### src/rtl/ctl_score.sv
// Scoreboard/ammo controller for a duck-shooting game: BCD ammo and score digits,
// duck respawn timing after a hit, and the game-over blink pattern.
//
// state   | meaning
// --------+-------------------------------------------------------------
// PLAY    | normal play; shots spend ammo, hits score, miss at 00 ends
// RESPAWN | duck was hit; counting frames before requesting a new duck
// OVER    | out of ammo after a miss; decimal points blink, shot restarts
module ctl_score #(
  parameter logic [7:0] AMMO_INIT      = 8'h20,
  parameter int         RESPAWN_FRAMES = 60,
  parameter int         BLINK_FRAMES   = 32
) (
  input  logic       clk,
  input  logic       rst,
  input  logic       new_frame,
  input  logic       shot_fired,
  input  logic       hit,
  input  logic       miss,
  output logic [3:0] hex0,
  output logic [3:0] hex1,
  output logic [3:0] hex2,
  output logic [3:0] hex3,
  output logic [3:0] dp_in,
  output logic       duck_respawn,
  output logic       game_over
);

  typedef enum logic [1:0] {
    PLAY    = 2'd0,
    RESPAWN = 2'd1,
    OVER    = 2'd2
  } state_t;

  localparam logic [7:0] RESP_LAST  = 8'(RESPAWN_FRAMES - 1);
  localparam logic [7:0] BLINK_LAST = 8'(BLINK_FRAMES - 1);
  localparam logic [3:0] DP_PLAY    = 4'b1011;

  state_t     state, state_nxt;
  logic [3:0] ammo_t, ammo_o, ammo_t_nxt, ammo_o_nxt;
  logic [3:0] score_t, score_o, score_t_nxt, score_o_nxt;
  logic [7:0] frame_cnt, frame_nxt;
  logic [7:0] blink_cnt, blink_nxt;
  logic [3:0] dp_r, dp_nxt;
  logic       dr_r, dr_nxt;
  logic       go_r, go_nxt;

  logic       ammo_zero;
  logic [3:0] post_t, post_o;
  logic       post_zero;
  logic [3:0] inc_t, inc_o;

  // Ammo after this cycle's shot (if any) and the saturating score increment.
  always_comb begin
    ammo_zero = (ammo_t == 4'd0) && (ammo_o == 4'd0);
    post_t    = ammo_t;
    post_o    = ammo_o;
    if (shot_fired && !ammo_zero) begin
      if (ammo_o == 4'd0) begin
        post_o = 4'd9;
        post_t = ammo_t - 4'd1;
      end else begin
        post_o = ammo_o - 4'd1;
      end
    end
    post_zero = (post_t == 4'd0) && (post_o == 4'd0);

    inc_t = score_t;
    inc_o = score_o;
    if (!(score_t == 4'd9 && score_o == 4'd9)) begin
      if (score_o == 4'd9) begin
        inc_o = 4'd0;
        inc_t = score_t + 4'd1;
      end else begin
        inc_o = score_o + 4'd1;
      end
    end
  end

  always_comb begin
    state_nxt   = state;
    ammo_t_nxt  = ammo_t;
    ammo_o_nxt  = ammo_o;
    score_t_nxt = score_t;
    score_o_nxt = score_o;
    frame_nxt   = frame_cnt;
    blink_nxt   = blink_cnt;
    dp_nxt      = dp_r;
    dr_nxt      = 1'b0;

    case (state)
      PLAY: begin
        ammo_t_nxt = post_t;
        ammo_o_nxt = post_o;
        dp_nxt     = DP_PLAY;
        if (hit) begin
          score_t_nxt = inc_t;
          score_o_nxt = inc_o;
          frame_nxt   = 8'd0;
          state_nxt   = RESPAWN;
        end else if (miss && post_zero) begin
          blink_nxt = 8'd0;
          dp_nxt    = 4'b0000;
          state_nxt = OVER;
        end
      end

      RESPAWN: begin
        ammo_t_nxt = post_t;
        ammo_o_nxt = post_o;
        dp_nxt     = DP_PLAY;
        if (new_frame) begin
          if (frame_cnt == RESP_LAST) begin
            frame_nxt = 8'd0;
            dr_nxt    = 1'b1;
            if (post_zero) begin
              blink_nxt = 8'd0;
              dp_nxt    = 4'b0000;
              state_nxt = OVER;
            end else begin
              state_nxt = PLAY;
            end
          end else begin
            frame_nxt = frame_cnt + 8'd1;
          end
        end
      end

      OVER: begin
        if (shot_fired) begin
          // restart: the triggering shot is not charged against the fresh ammo
          ammo_t_nxt  = AMMO_INIT[7:4];
          ammo_o_nxt  = AMMO_INIT[3:0];
          score_t_nxt = 4'd0;
          score_o_nxt = 4'd0;
          frame_nxt   = 8'd0;
          blink_nxt   = 8'd0;
          dp_nxt      = DP_PLAY;
          dr_nxt      = 1'b1;
          state_nxt   = PLAY;
        end else if (new_frame) begin
          if (blink_cnt == BLINK_LAST) begin
            blink_nxt = 8'd0;
            dp_nxt    = ~dp_r;
          end else begin
            blink_nxt = blink_cnt + 8'd1;
          end
        end
      end

      default: begin
        state_nxt = PLAY;
        dp_nxt    = DP_PLAY;
      end
    endcase

    go_nxt = (state_nxt == OVER);
  end

  always_ff @(posedge clk) begin
    if (rst) begin
      state     <= PLAY;
      ammo_t    <= AMMO_INIT[7:4];
      ammo_o    <= AMMO_INIT[3:0];
      score_t   <= 4'd0;
      score_o   <= 4'd0;
      frame_cnt <= 8'd0;
      blink_cnt <= 8'd0;
      dp_r      <= DP_PLAY;
      dr_r      <= 1'b0;
      go_r      <= 1'b0;
    end else begin
      state     <= state_nxt;
      ammo_t    <= ammo_t_nxt;
      ammo_o    <= ammo_o_nxt;
      score_t   <= score_t_nxt;
      score_o   <= score_o_nxt;
      frame_cnt <= frame_nxt;
      blink_cnt <= blink_nxt;
      dp_r      <= dp_nxt;
      dr_r      <= dr_nxt;
      go_r      <= go_nxt;
    end
  end

  assign hex0         = ammo_o;
  assign hex1         = ammo_t;
  assign hex2         = score_o;
  assign hex3         = score_t;
  assign dp_in        = dp_r;
  assign duck_respawn = dr_r;
  assign game_over    = go_r;

endmodule

### config.mk
export PLATFORM = sky130hd
export DESIGN_NAME = ctl_score
export DESIGN_NICKNAME = d
export VERILOG_FILES = /design/src/rtl/ctl_score.sv
export SDC_FILE = /design/constraint.sdc
export NUM_CORES = 1
export LEC_CHECK = 0
export ABC_AREA = 1
export BUFFER_PORTS_ARGS = -buffer_cell sky130_fd_sc_hd__clkbuf_2
export CORE_MARGIN = 8
export CORE_UTILIZATION = 62
export DETAILED_ROUTE_END_ITERATION = 10
export GPL_ROUTABILITY_DRIVEN = 0
export GPL_TIMING_DRIVEN = 0
export PLACE_DENSITY = 0.9
export SKIP_CTS_REPAIR_TIMING = 1
export SYNTH_ARGS = -nofsm -noshare
export SYNTH_HDL_FRONTEND = slang
export SYNTH_SLANG_ARGS = --single-unit
### constraint.sdc
create_clock -name clk -period 6.2 [get_ports clk]
set_clock_uncertainty 0.1 [all_clocks]
set_input_delay 0.62 -clock clk [delete_from_list [all_inputs] [get_ports clk]]
set_output_delay 0.62 -clock clk [all_outputs]
set_load 0.01 [all_outputs]
==> summary.md <==
| Metric | Value |
|---|---|
| Outcome | `complete, no violations` |
| CORE AREA | `3690 sq um` |
| WL/cell | `12.9 microns` |
| FP Rows | `22` |
| Storage element area | `801 sq um` |
| Syn Area/Cell | `6.75 sq um` |
| Post-synthesis to final-layout area growth | `11.9%` |
| Distinct cells, synth | `39` |
| Largest net degree at the start of global routing | `13` |
| Detailed placer's ending HPWL | `4.25 mm` |
| ANT cells | `0` |
| Slowest stage delay, CP | `0.38 ns` |
| Most frequent cell after synthesis | `nand2_1` |
| Nets | `406` |
| Post-synth ARST share | `0%` |
| CTS max path bufs | `2` |
| Seq/Total Area, Yosys | `33.4%` |
| Critical path fanouts, max | `9` |
| Kind of cell adding the most delay to the critical path | `buffers and inverters` |
| H-Tree Depth | `2` |
| P_leak | `1.21 nW` |
| Slew at the pin with the worst max-slew slack | `0.529 ns` |
| Post-synthesis register bit count | `40` |
| Kind of critical path | `flop to flop` |
| Post-synth top cells | `nand2_1 (82), dfxtp_1 (40), inv_1 (37)` |
| Initial antenna violation count | `0` |
| Fin. Hold Viols | `0` |
| Mapped Nets | `373` |
| CP required | `6.27 ns` |
| DRT Pass-1 Iters | `6` |
| Total gr overflow | `0` |
| Buf/Inv on CP | `6` |
| PnR Total Power | `0.000726 W` |
| Synth area leader | `dfxtp_1` |
| Relative slew slack | `64.7%` |
| Number of CTS-inserted buffers | `5` |
| Post-Route WL | `5.62 mm` |
| DRC Markers | `0` |
| Setup TNS | `0 ns` |
| # IOs | `28` |
| Slowest CP cell | `dfxtp_1` |
| Max Cap Viol | `0` |
| Share of layout cells above drive strength 1 | `17.0%` |
| Die height | `78.2 microns` |
| Final setup vio count | `0` |
| Achievable Freq | `392 MHz` |
| Worst skew pair latency | `0.30 ns` |
| Vias after detailed routing | `2404` |
| First-pass GRT wire length | `9.41 mm` |
| GRT Resource Usage Total | `18.4%` |
| Clock sink count | `40` |
| Pwr dens | `271 nW/um^2` |
| CP arrival | `2.62 ns` |
| Crit path time final | `2.55 ns` |
| Nature of the critical path endpoint | `flop` |
| Vias per inst | `5.50` |
| Post-synth top area share | `33.4%` |
| Grt peak-use layer | `met2` |
| Port bufs | `26` |
| GRT met2 Usage | `32.9%` |
| Met3 Use GR | `3.30%` |
| Max-slew violations | `0` |
| Mapped Cells | `355` |
| Critical path cell sequence | `inv_1 -> ha_1 -> buf_2 -> inv_2 -> nor2_2 -> inv_2 -> nand2_2 -> nor2_4 -> inv_2 -> a21oi_2 -> inv_1 -> o21ai_0 -> nor3_1` |
| GR Util met1 | `20.4%` |
| Synthesized area | `2400 sq um` |
| Root Buffer | `clkbuf_8` |
| Worst-path clk slew | `0.08 ns` |
| Starting density of the core | `65.0%` |
| Crit-path most repeated cell | `inv_2` |
| Main flop type after synthesis | `dfxtp_1` |
| Yosys warns | `0` |
| HP Class | `flop to flop` |
| Max VDD drop | `129 uV` |
| Post-synth EDFFs | `0` |
| Fillers | `304` |
| Die Area | `6110 sq um` |
| TritonCTS clock tree | `built` |
| Critical path launch point type | `flop` |
| Antenna-violating nets left | `0` |
| 1st-iter DRT viols | `130` |
| Multi-input logic area | `1390 sq um` |
| RSZ-0062 raised after global routing | `false` |
| Number of global-route vias before repair | `2206` |
| Die width | `78.2 microns` |
| Final period utilization | `41.2%` |
| Synth area leaders | `dfxtp_1 (33%), nand2_1 (13%), nand3_1 (6.9%), ha_1 (6.3%), a21oi_1 (6.1%)` |
metal layers:
layer	vias up	wire [microns]	share of wire, %
met3	10	297	5.3
met2	62	2820	50
met4	0	108	1.9
li1	1223	-	-
met5	-	0	0
met1	1109	2390	43
layout make-up:
| cell class | count | area share [%] |
|---|---|---|
| Multi-Input combinational cell | 261 | 51.8 |
| Inverter | 49 | 6.91 |
| Clock inverter | 1 | 0.280 |
| Timing Repair Buffer | 26 | 4.86 |
| Tap cell | 48 | 2.24 |
| Sequential cell | 40 | 29.9 |
| Clock buffer | 7 | 3.22 |
| Buffer | 5 | 0.840 |
power by group:
| part | total [W] | switching (W) | internal, W | leakage [nW] |
|---|---|---|---|---|
| clock network | 0.000180 | 0.0000898 | 0.0000904 | 0.0445 |
| registers | 0.000307 | 0.0000273 | 0.000280 | 0.325 |
| logic | 0.000238 | 0.000156 | 0.0000823 | 0.842 |
worst paths after layout:
| check | from | to | slack [ns] | cells after the start |
|---|---|---|---|---|
| max | state[0] | hex3[3] | 3.65 | 13 |
| min | blink_cnt[4] | blink_cnt[4] | 0.39 | 2 |
| max reg2reg | state[0] | hex3[3] | 3.65 | 13 |
| min reg2reg | blink_cnt[4] | blink_cnt[4] | 0.39 | 2 |
layout by cell type, fill, tap and decap left out, types with 2 or more instances in the layout:
master / Yosys / routed
nor2_2: 2 / 2
xnor2_1: 3 / 3
nor2_4: 4 / 4
ha_1: 12 / 12
nor2_1: 36 / 36
a21oi_1: 29 / 29
nor3_1: 12 / 12
xor2_1: 3 / 3
nor4_1: 3 / 3
nand3_2: 2 / 2
o21ai_1: 4 / 4
inv_2: 9 / 9
inv_1: 37 / 37
nand2_2: 7 / 7
clkbuf_1: 2 / 3
dfxtp_1: 40 / 40
buf_2: 2 / 2
nand4_1: 7 / 7
nand3_1: 33 / 33
o21a_1: 2 / 2
clkbuf_2: 1 / 27
clkinv_1: 2 / 2
clkbuf_8: 0 / 6
o21ai_0: 6 / 6
nand2_1: 82 / 82
sequential cells by signal, indices dropped and copies added (netlist names):
signal,count
dp_in,4
state,2
game_over,1
blink_cnt,8
duck_respawn,1
hex0,4
hex3,4
hex2,4
hex1,4
frame_cnt,8
worst register-to-register path: stages, from the launching register on:
cell and delay, ns:
dfxtp_1 0.38, inv_1 0.10, ha_1 0.19, buf_2 0.17, inv_2 0.13, nor2_2 0.09
inv_2 0.11, nand2_2 0.12, nor2_4 0.22, inv_2 0.05, a21oi_2 0.17, inv_1 0.13
o21ai_0 0.34, nor3_1 0.13
kinds of logic after synthesis:
| group | after synthesis | synth area share [%] |
|---|---|---|
| buffers and inverters | 54 | 8.67 |
| DFF | 40 | 33.4 |
| adders and majority gates | 12 | 6.27 |
| xor gates and xnor gates | 6 | 2.19 |
| AOI/OAI and AO/OA | 47 | 11.0 |
| and+or+nand+nor | 196 | 38.4 |
stage by stage:
step | setup WS (ns) | std cells | util (%) | hold WS [ns] | cell area [sq um]
floorplan | 4.15 | 355 | - | 0.354 | 2400
global placement | 3.82 | 429 | 70.1 | 0.371 | 2590
detailed placement | 3.75 | 429 | 70.1 | 0.385 | 2590
CTS | 3.69 | 437 | 72.7 | 0.398 | 2680
global route | 3.52 | 437 | 72.7 | 0.424 | 2680
finish | 3.65 | 437 | 72.7 | 0.393 | 2680
Note: power is estimated with default switching activity, not from simulation.
